**src/rtl/lfsr_sat_counter.sv**
```systemverilog
// Saturating up-counter with synchronous clear; clear takes priority over increment.
module lfsr_sat_counter #(
    parameter int CNT_W = 16
) (
    input  logic             clk,
    input  logic             rst_n,
    input  logic             i_inc,
    input  logic             i_clear,
    output logic [CNT_W-1:0] o_count
);

    logic [CNT_W-1:0] r_count;

    // Count register: holds at all-ones instead of wrapping
    always_ff @(posedge clk or negedge rst_n) begin
        if (!rst_n) begin
            r_count <= {CNT_W{1'b0}};
        end else if (i_clear) begin
            r_count <= {CNT_W{1'b0}};
        end else if (i_inc && (r_count != {CNT_W{1'b1}})) begin
            r_count <= r_count + {{(CNT_W-1){1'b0}}, 1'b1};
        end else begin
            r_count <= r_count;
        end
    end

    assign o_count = r_count;

endmodule

```
**config.mk**
```make
export PLATFORM = sky130hd
export DESIGN_NAME = lfsr_sat_counter
export DESIGN_NICKNAME = d
export VERILOG_FILES = /design/src/rtl/lfsr_sat_counter.sv
export SDC_FILE = /design/constraint.sdc
export NUM_CORES = 1
export LEC_CHECK = 0
export ABC_AREA = 1
export BUFFER_PORTS_ARGS = -buffer_cell sky130_fd_sc_hd__buf_2
export CAP_MARGIN = 20
export CORE_MARGIN = 2
export CORE_UTILIZATION = 57
export CTS_CLUSTER_SIZE = 12
export DETAILED_ROUTE_END_ITERATION = 16
export PLACE_DENSITY = 0.83
export SLEW_MARGIN = 15
export SYNTH_ARGS = -nofsm -noshare
export SYNTH_HDL_FRONTEND = slang
export SYNTH_SLANG_ARGS = --single-unit
```
**constraint.sdc**
```tcl
create_clock -name clk -period 2.36 [get_ports clk]
set_input_delay 0.118 -clock clk [delete_from_list [all_inputs] [get_ports clk]]
set_output_delay 0.118 -clock clk [all_outputs]
set_load 0.03 [all_outputs]
```
Word level (Yosys, flattened, before mapping)
Index checks and enable logic that the tools add are counted.
{"block": "classes", "add_sub_neg": 1, "eq_ne": 1, "mux": 2, "n_reduce_logical": 2}
{"cell": "$mux 16", "count": 2}
{"cell": "$add 16x1->16 const B", "count": 1}
{"cell": "$ne 16x16->1 const B", "count": 1}
{"cell": "$reduce_bool 2->1", "count": 1}
{"cell": "$logic_and 1x1->1", "count": 1}
{"block": "totals", "regBits": 16, "inputBits": 4, "output_inout_bits": 16, "word_cells": 7}

Logic depth before layout (Yosys ltp)
Gate-level depths: netlist of the first run.
{"block": "logic_depth", "depth_word": 4, "mapped_depth": 10, "ltp_nobuf": 9}

Worst setup path after synthesis of the first run
OpenSTA, ideal clock, no wires.
{"block": "synth_path", "path_type": "reg2reg", "from": "register r_count[1], in the netlist o_count[1]", "to": "register r_count[7], in the netlist o_count[7]", "setup_time_ns": 0.066, "t_arrival_ns": 1.633, "t_required_ns": 2.294, "setup_slack_ns": 0.661, "path_stages_with_launch": 11, "synth_period_minus_slack_ns": 1.699, "path_cell_list": "dfrtp_1 -> ha_1 -> nand2_2 -> nor2_4 -> nand2_4 -> o21ai_4 -> nand2_4 -> inv_4 -> buf_12 -> nand2_1 -> nand2_1"}
{"block": "synth_via", "elab_chain_len": 3, "elab_cells_between_ends": 6, "cone_classes": "add/sub (1); eq/ne (1); mux (2); reduce/logical (2)"}
{"element": "from (decl)", "line": "12", "source": "logic [CNT_W-1:0] r_count;"}
{"element": "from (signal assigned)", "line": "17", "source": "r_count <= {CNT_W{1'b0}};"}
{"element": "from (signal assigned)", "line": "19", "source": "r_count <= {CNT_W{1'b0}};"}
{"element": "from (signal assigned)", "line": "21", "source": "r_count <= r_count + {{(CNT_W-1){1'b0}}, 1'b1};"}
{"element": "$add 16x1->16 / $ne 16x16->1 (equally long branches)", "line": "21, 20"}
{"element": "$mux 16 / $logic_and 1x1->1 (equally long branches)", "line": "20", "source": "end else if (i_inc && (r_count != {CNT_W{1'b1}})) begin"}
{"element": "$mux 16 / $reduce_bool 2->1 (equally long branches)"}
Several ways; a longest one is shown, not always the timed one. The select of a mux whose other input is x is not followed.
A chain may end at the register's enable or synchronous reset.

Worst setup path after layout of the first run
{"block": "layout_path", "from": "register r_count[1], in the netlist o_count[1]", "to": "register r_count[8], in the netlist o_count[8]"}
The elaborated chain is that of the path after synthesis.

==> results of run 1 <==
[final timing paths]
check / to / cells after the start / startpoint
min in group asynchronous: o_count[14] / 2 / rst_n
worst max register to register: o_count[8] / 8 / o_count[1]
worst min register to register: o_count[14] / 2 / o_count[14]
worst max-delay path: o_count[8] / 8 / o_count[1]
worst min-delay path: o_count[4] / 4 / i_clear
max in group asynchronous: o_count[0] / 2 / rst_n
[cells in the final DEF, fill, tap and decap left out, drive strengths merged]
cell,Yosys,layout
nand3,12,12
dfrtp,16,16
xnor2,2,2
dlygate4sd3,0,1
a21oi,1,1
o21bai,2,2
nor2,16,16
buf,3,19
o21ai,5,5
inv,13,13
nand2,59,59
or2,1,1
nor3,1,1
nand4,9,9
ha,1,1
clkbuf,0,4
xor2,3,3
[critical path, stage by stage (launching register included)]
cell	delay (ns)
dfrtp_1	0.44
ha_1	0.22
nand2_2	0.12
nor2_4	0.06
nand2_4	0.09
nor2_1	0.05
nor2_1	0.62
nand4_1	0.17
nand2_1	0.12
[metal layers]
metal / GRT usage, % / up-vias / routed length, microns
met5: 0 / - / 0
met4: 10.0 / 0 / 13
met3: 5.10 / 2 / 129
met2: 38.1 / 34 / 1090
met1: 34.1 / 453 / 998
li1: - / 503 / -
[metrics by stage]
step / power, W / std cells / setup WS (ns) / hold slack (ns) / utilization [%]
4_1_cts: 0.000514 / 190 / 0.424 / 0.105 / 68.4
3_3_place_gp: 0.000326 / 185 / 0.516 / 0.0459 / 65.7
5_1_grt: 0.000530 / 190 / 0.234 / 0.123 / 68.4
6_report: 0.000503 / 190 / 0.407 / 0.125 / 68.4
2_1_floorplan: 0.000315 / 144 / 0.661 / -0.178 / -
3_5_place_dp: 0.000327 / 185 / 0.457 / 0.0510 / 65.7
[area by class of cell]
| class | instances | area share, % |
|---|---|---|
| multi-input combinational | 112 | 47.1 |
| timing repair buffer | 20 | 8.90 |
| tap | 25 | 2.65 |
| sequential | 16 | 33.9 |
| inverter | 13 | 4.34 |
| clock buffer | 4 | 3.07 |
[logic make-up (layout without fill, tap and decap cells)]
kind of cell	after synthesis	count (layout)	synth area share, %
compound gates	8	8	5.43
simple gates	98	98	42.8
xor+xnor	5	5	4.22
buf+inv	16	37	7.72
flops	16	16	38.6
fa+ha+maj	1	1	1.21
[Yosys cell counts]
master	instances
nand2_1	55
dfrtp_1	16
nor2_1	14
nand3_1	12
inv_1	11
nand4_1	9
o21ai_0	4
xor2_1	3
nand2_2	2
nand2_4	2
nor2_4	2
o21bai_1	2
xnor2_1	2
a21oi_1	1
buf_1	1
buf_12	1
buf_2	1
ha_1	1
inv_2	1
inv_4	1
nor3_1	1
o21ai_4	1
or2_2	1
[where the power goes]
part,switching [W],internal [W]
Sequential,0.00000365,0.000277
Combinational,0.0000316,0.0000110
Clock,0.0000863,0.0000940
Total,0.000121,0.000382
==> reports/summary.txt, run 1 <==
Outcome -> finished clean
VDD IR max -> 0.000410 V
Max reg flops -> 16
Layout cell share with drive strength beyond 1 -> 20.0%
Hold buffers post-CTS -> 1
TritonCTS clock tree -> built
Setup bufs post-CTS -> 0
Number of buffers created by CTS -> 3
Synth Warn # -> 0
Final Hold Fails -> 0
Crit Path Max Fanout -> 13
Die H -> 46.7 microns
Root Driver -> clkbuf_4
# IOs -> 20
Final Max Tran Viols -> 0
Area of placed instances -> 1130 sq um
Finished Cell Area -> 1180 sq um
PortBufs -> 19
Reg area -> 400 sq um
Pin count of the biggest net entering global routing -> 17
Die W -> 46.7 microns
CP required -> 2.59 ns
Filler cell count -> 145
Total GRT Usage -> 24.9%
Routed vias -> 992
Clock skew -> 0.00513 ns
Top-area cell type share of the netlist area -> 38.6%
Dominant cells by area after synthesis -> dfrtp_1 39%, nand2_1 20%, nand3_1 5.8%, nand4_1 5.4%, nor2_1 5.1%
Internal reg-to-reg setup slack -> 0.41 ns
CP Capture Type -> register
Syn_nets -> 149
Post-DR wirelength/cell -> 11.7 microns
Register bit count reported by yosys -> 16
Final setup TNS -> 0 ns
Remaining global-route overflow -> 0
Yosys cell types -> 23
Post-synth top area cell -> dfrtp_1
Initial antenna violation count -> 0
Clk Latency, worst-skew pair -> 0.29 ns
Lkg Pwr -> 0.630 nW
Pwr Density -> 426 nW/um^2
Maximum clock rate -> 512 MHz
Period utilisation layout -> 82.8%
HP Class -> in2reg
Tmin final -> 1.95 ns
Reg clk slew, reported paths -> 0.09 ns
First-iteration detailed-routing DRC count -> 29
Syn Area/Cell -> 7.20 sq um
RePlAce Congestion -> 0.886
Slew at the pin with the worst max-slew slack -> 0.813 ns
Global-route wire length before repair -> 3.77 mm
WL final -> 2.23 mm
Critical path launch point type -> register
DRT antenna net count -> 0
Core footprint -> 1730 sq um
Post_cts resized -> 0
Post-Synthesis Cell Area -> 1040 sq um
H-Tree Depth -> 1
Cell count after synthesis -> 144
Seq/Total Area, Yosys -> 38.6%
Crit path DAT -> 2.18 ns
Routed vias/inst -> 5.22
Rel. slew slack -> 45.6%
Multi-input logic area -> 557 sq um
# rows -> 15
TritonRoute pass-1 iters -> 4
Worst Path Class, Setup -> reg2reg
Starting Density -> 60.1%
Vias in the first global route -> 842
RSZ-0062 raised after global routing -> false
Hpwl dp -> 1.63 mm
DRC Markers -> 0
Ant. Diodes -> 0
Die area -> 2180 sq um
CTS sink count -> 16
Max Root-Sink Buffers -> 2
Nets -> 171
Area Growth Syn to Fin -> 13.9%
Max-Cap Viols -> 0
Endpoints failing setup -> 0
(Power assumes the default switching activity.)
==> inputs of run 2 (changes only) <==
--- a/config.mk
+++ b/config.mk
@@ -9,10 +9,10 @@
 export BUFFER_PORTS_ARGS = -buffer_cell sky130_fd_sc_hd__buf_2
 export CAP_MARGIN = 20
 export CORE_MARGIN = 2
-export CORE_UTILIZATION = 57
+export CORE_UTILIZATION = 48
 export CTS_CLUSTER_SIZE = 12
 export DETAILED_ROUTE_END_ITERATION = 16
-export PLACE_DENSITY = 0.83
+export PLACE_DENSITY = 0.75
 export SLEW_MARGIN = 15
 export SYNTH_ARGS = -nofsm -noshare
 export SYNTH_HDL_FRONTEND = slang
==> constraint.sdc (replaced) <==
create_clock -name clk -period 1.6 [get_ports clk]
set_input_delay 0.08 -clock clk [delete_from_list [all_inputs] [get_ports clk]]
set_output_delay 0.08 -clock clk [all_outputs]
set_load 0.03 [all_outputs]
==> run 2 against run 1 <==
Net effect:
- sequential share of layout area down 1.2 points
- clock skew down 0.0045 ns
- total power up 54%
- final cell count up 4.2%
- first-iteration DRC count down 34%
- count of clock-buffer cells in the layout unchanged
- non-clock buffer count up 6
- via count up 4.1%
- flip-flop and latch count unchanged
- highest routed layer unchanged
- sequential power up 48%
- clock power up 59%
- register-to-register slack worse by 0.30 ns
==> reports/summary.txt, run 2 (synthesis results as in run 1) <==
Routed vias/inst -> 5.22 (about the same)
TritonCTS clock tree -> built
Finished Cell Area -> 1230 sq um (+4.6%)
Core footprint -> 2000 sq um (+16%)
Total GRT Usage -> 21.4% (-3.5 points)
Die area -> 2550 sq um (+17%)
Setup slack at placement -> 0.113 ns (-0.344 ns)
Nets -> 177 (+3.5%)
Pwr Density -> 627 nW/um^2 (+47%)
Leading cell type in the layout, fill and taps excluded -> nand2_1
CP Capture Type -> register
Root Driver -> clkbuf_4
Commonest non-fill, non-tap cells in the layout -> 55 x nand2_1, 19 x buf_2, 14 x nor2_1
Initial antenna violation count -> 0 (unchanged)
Hpwl dp -> 1.75 mm (+7.6%)
DRC Markers -> 0 (unchanged)
Endpoints failing setup -> 0 (unchanged)
RSZ-0062 raised after global routing -> true
Area of placed instances -> 1180 sq um (+3.7%)
Global-route wire length before repair -> 4.11 mm (+9.0%)
Clk Latency, worst-skew pair -> 0.30 ns (about the same)
Layout cell share with drive strength beyond 1 -> 24.6% (+4.6 points)
Crit path DAT -> 1.72 ns (-0.46 ns)
Final Hold Fails -> 0 (unchanged)
First-iteration detailed-routing DRC count -> 19 (-34%)
Die H -> 50.5 microns (+8.2%)
Die W -> 50.5 microns (+8.2%)
Seq pwr share -> 53.5% (-2.2 points)
TritonRoute pass-1 iters -> 4 (unchanged)
Starting Density -> 51.8% (-8.3 points)
Switching Share -> 26.3% (+2.2 points)
Crit Path Max Fanout -> 6 (-7)
CTS sink count -> 16 (unchanged)
Max-Cap Viols -> 0 (unchanged)
# IOs -> 20 (unchanged)
H-Tree Depth -> 1 (unchanged)
Combinational group share of total power -> 9.4% (+0.9 points)
Vias in the first global route -> 964 (+14%)
# rows -> 16 (+1)
Outcome -> finished clean
Maximum clock rate -> 670 MHz (+31%)
Worst Path Class, Setup -> reg2reg
RePlAce Congestion -> 0.822 (-7.2%)
Post-DR wirelength/cell -> 12.0 microns (+2.4%)
Final Max Tran Viols -> 0 (unchanged)
Max reg flops -> 16 (unchanged)
WHS -> 0.0457 ns (-0.0788 ns)
Tmin final -> 1.49 ns (-0.460 ns)
Ant. Diodes -> 0 (unchanged)
Clock power share -> 37.1% (+1.3 points)
Number of buffers created by CTS -> 3 (unchanged)
Area Growth Syn to Fin -> 19.1%
CP required -> 1.83 ns (-0.76 ns)
Slew at the pin with the worst max-slew slack -> 0.496 ns (-0.317 ns)
Int Pwr -> 0.000571 W (+49%)
WL final -> 2.38 mm (+6.7%)
Pin count of the biggest net entering global routing -> 17 (unchanged)
HP Class -> in2reg
Reg clk slew, reported paths -> 0.10 ns (about the same)
Routed vias -> 1,033 (+4.1%)
DRT antenna net count -> 0 (unchanged)
Period utilisation layout -> 93.3% (+11 points)
Remaining global-route overflow -> 0 (unchanged)
Critical path launch point type -> register
Switching power -> 0.000204 W (+68%)
PortBufs -> 19 (unchanged)
Max Root-Sink Buffers -> 2 (unchanged)
Clock skew -> 0.000634 ns (-0.00449 ns)
Rel. slew slack -> 66.9% (+21 points)
VDD IR max -> 0.000388 V (-5.4%)
Min setup slack post-route -> 0.107 ns (-0.300 ns)
Lkg Pwr -> 0.656 nW (+4.1%)
Post-route core utilization -> 61.7% (-6.7 points)
==> run 2: cell types whose count changed in the layout (fill, tap and decap cells not counted), sizes merged <==
cell and delta:
buf +6
==> run 2: path summary, 6_finish.rpt <==
kind / depth (start not counted) / from / endpoint / slack (ns)
setup / recovery: 9 / o_count[0] / o_count[0] / 0.11
hold / removal: 4 / i_clear / o_count[4] / 0.05
setup reg to reg: 9 / o_count[0] / o_count[0] / 0.11
hold reg to reg: 2 / o_count[1] / o_count[1] / 0.54
max in group asynchronous: 2 / rst_n / o_count[7] / 1.10
min in group asynchronous: 2 / rst_n / o_count[4] / 0.21
==> run 2: per-layer routing <==
| layer | vias up | GRT usage, % | part of all wire, % |
|---|---|---|---|
| li1 | 517 | - | - |
| met4 | 0 | 7.66 | 1.1 |
| met5 | - | 0 | 0 |
| met2 | 27 | 36.8 | 48 |
| met1 | 486 | 26.8 | 47 |
| met3 | 3 | 3.57 | 4.5 |
==> run 2: stage by stage <==
step | TNS, ns | power, W | cells
after floorplan | 0 | 0.000465 | 144
after global placement | 0 | 0.000486 | 192
after detailed placement | 0 | 0.000489 | 192
after CTS | 0 | 0.000772 | 197
after global routing | -0.0174 | 0.000808 | 198
final | 0 | 0.000774 | 198
==> run 2: final cells by class <==
type,instances,area (sq um)
fill,188,767
sequential,16,404
inverter,13,53.8
tap,27,33.8
multi-input combinational,112,557
clock buffer,4,36.3
timing repair buffer,26,150
==> run 2: timing repair <==
action	4_1_cts	5_1_grt
setup endpoints to repair	0	11
hold endpoints to repair	16	0
hold buffers	1	0
setup buffers	0	1
gates resized for setup	0	3
==> run 2: worst max-delay path: stages (launching register included) <==
cell     delay (ns)
dfrtp_2        0.43
ha_1           0.22
nand2_2        0.11
nor2_4         0.05
nand2_4        0.08
nor2_1         0.05
nor2_1         0.12
buf_4          0.17
nand3_1        0.07
o21ai_1        0.11
==> run 2: power groups by stage <==
stage | registers, W | clock network (W) | logic [W]
6_report | 0.000414 | 0.000287 | 0.0000729
5_1_grt | 0.000415 | 0.000312 | 0.0000810
4_1_cts | 0.000414 | 0.000289 | 0.0000690
3_5_place_dp | 0.000422 | 0 | 0.0000670
3_3_place_gp | 0.000422 | 0 | 0.0000644
2_1_floorplan | 0.000431 | 0 | 0.0000348
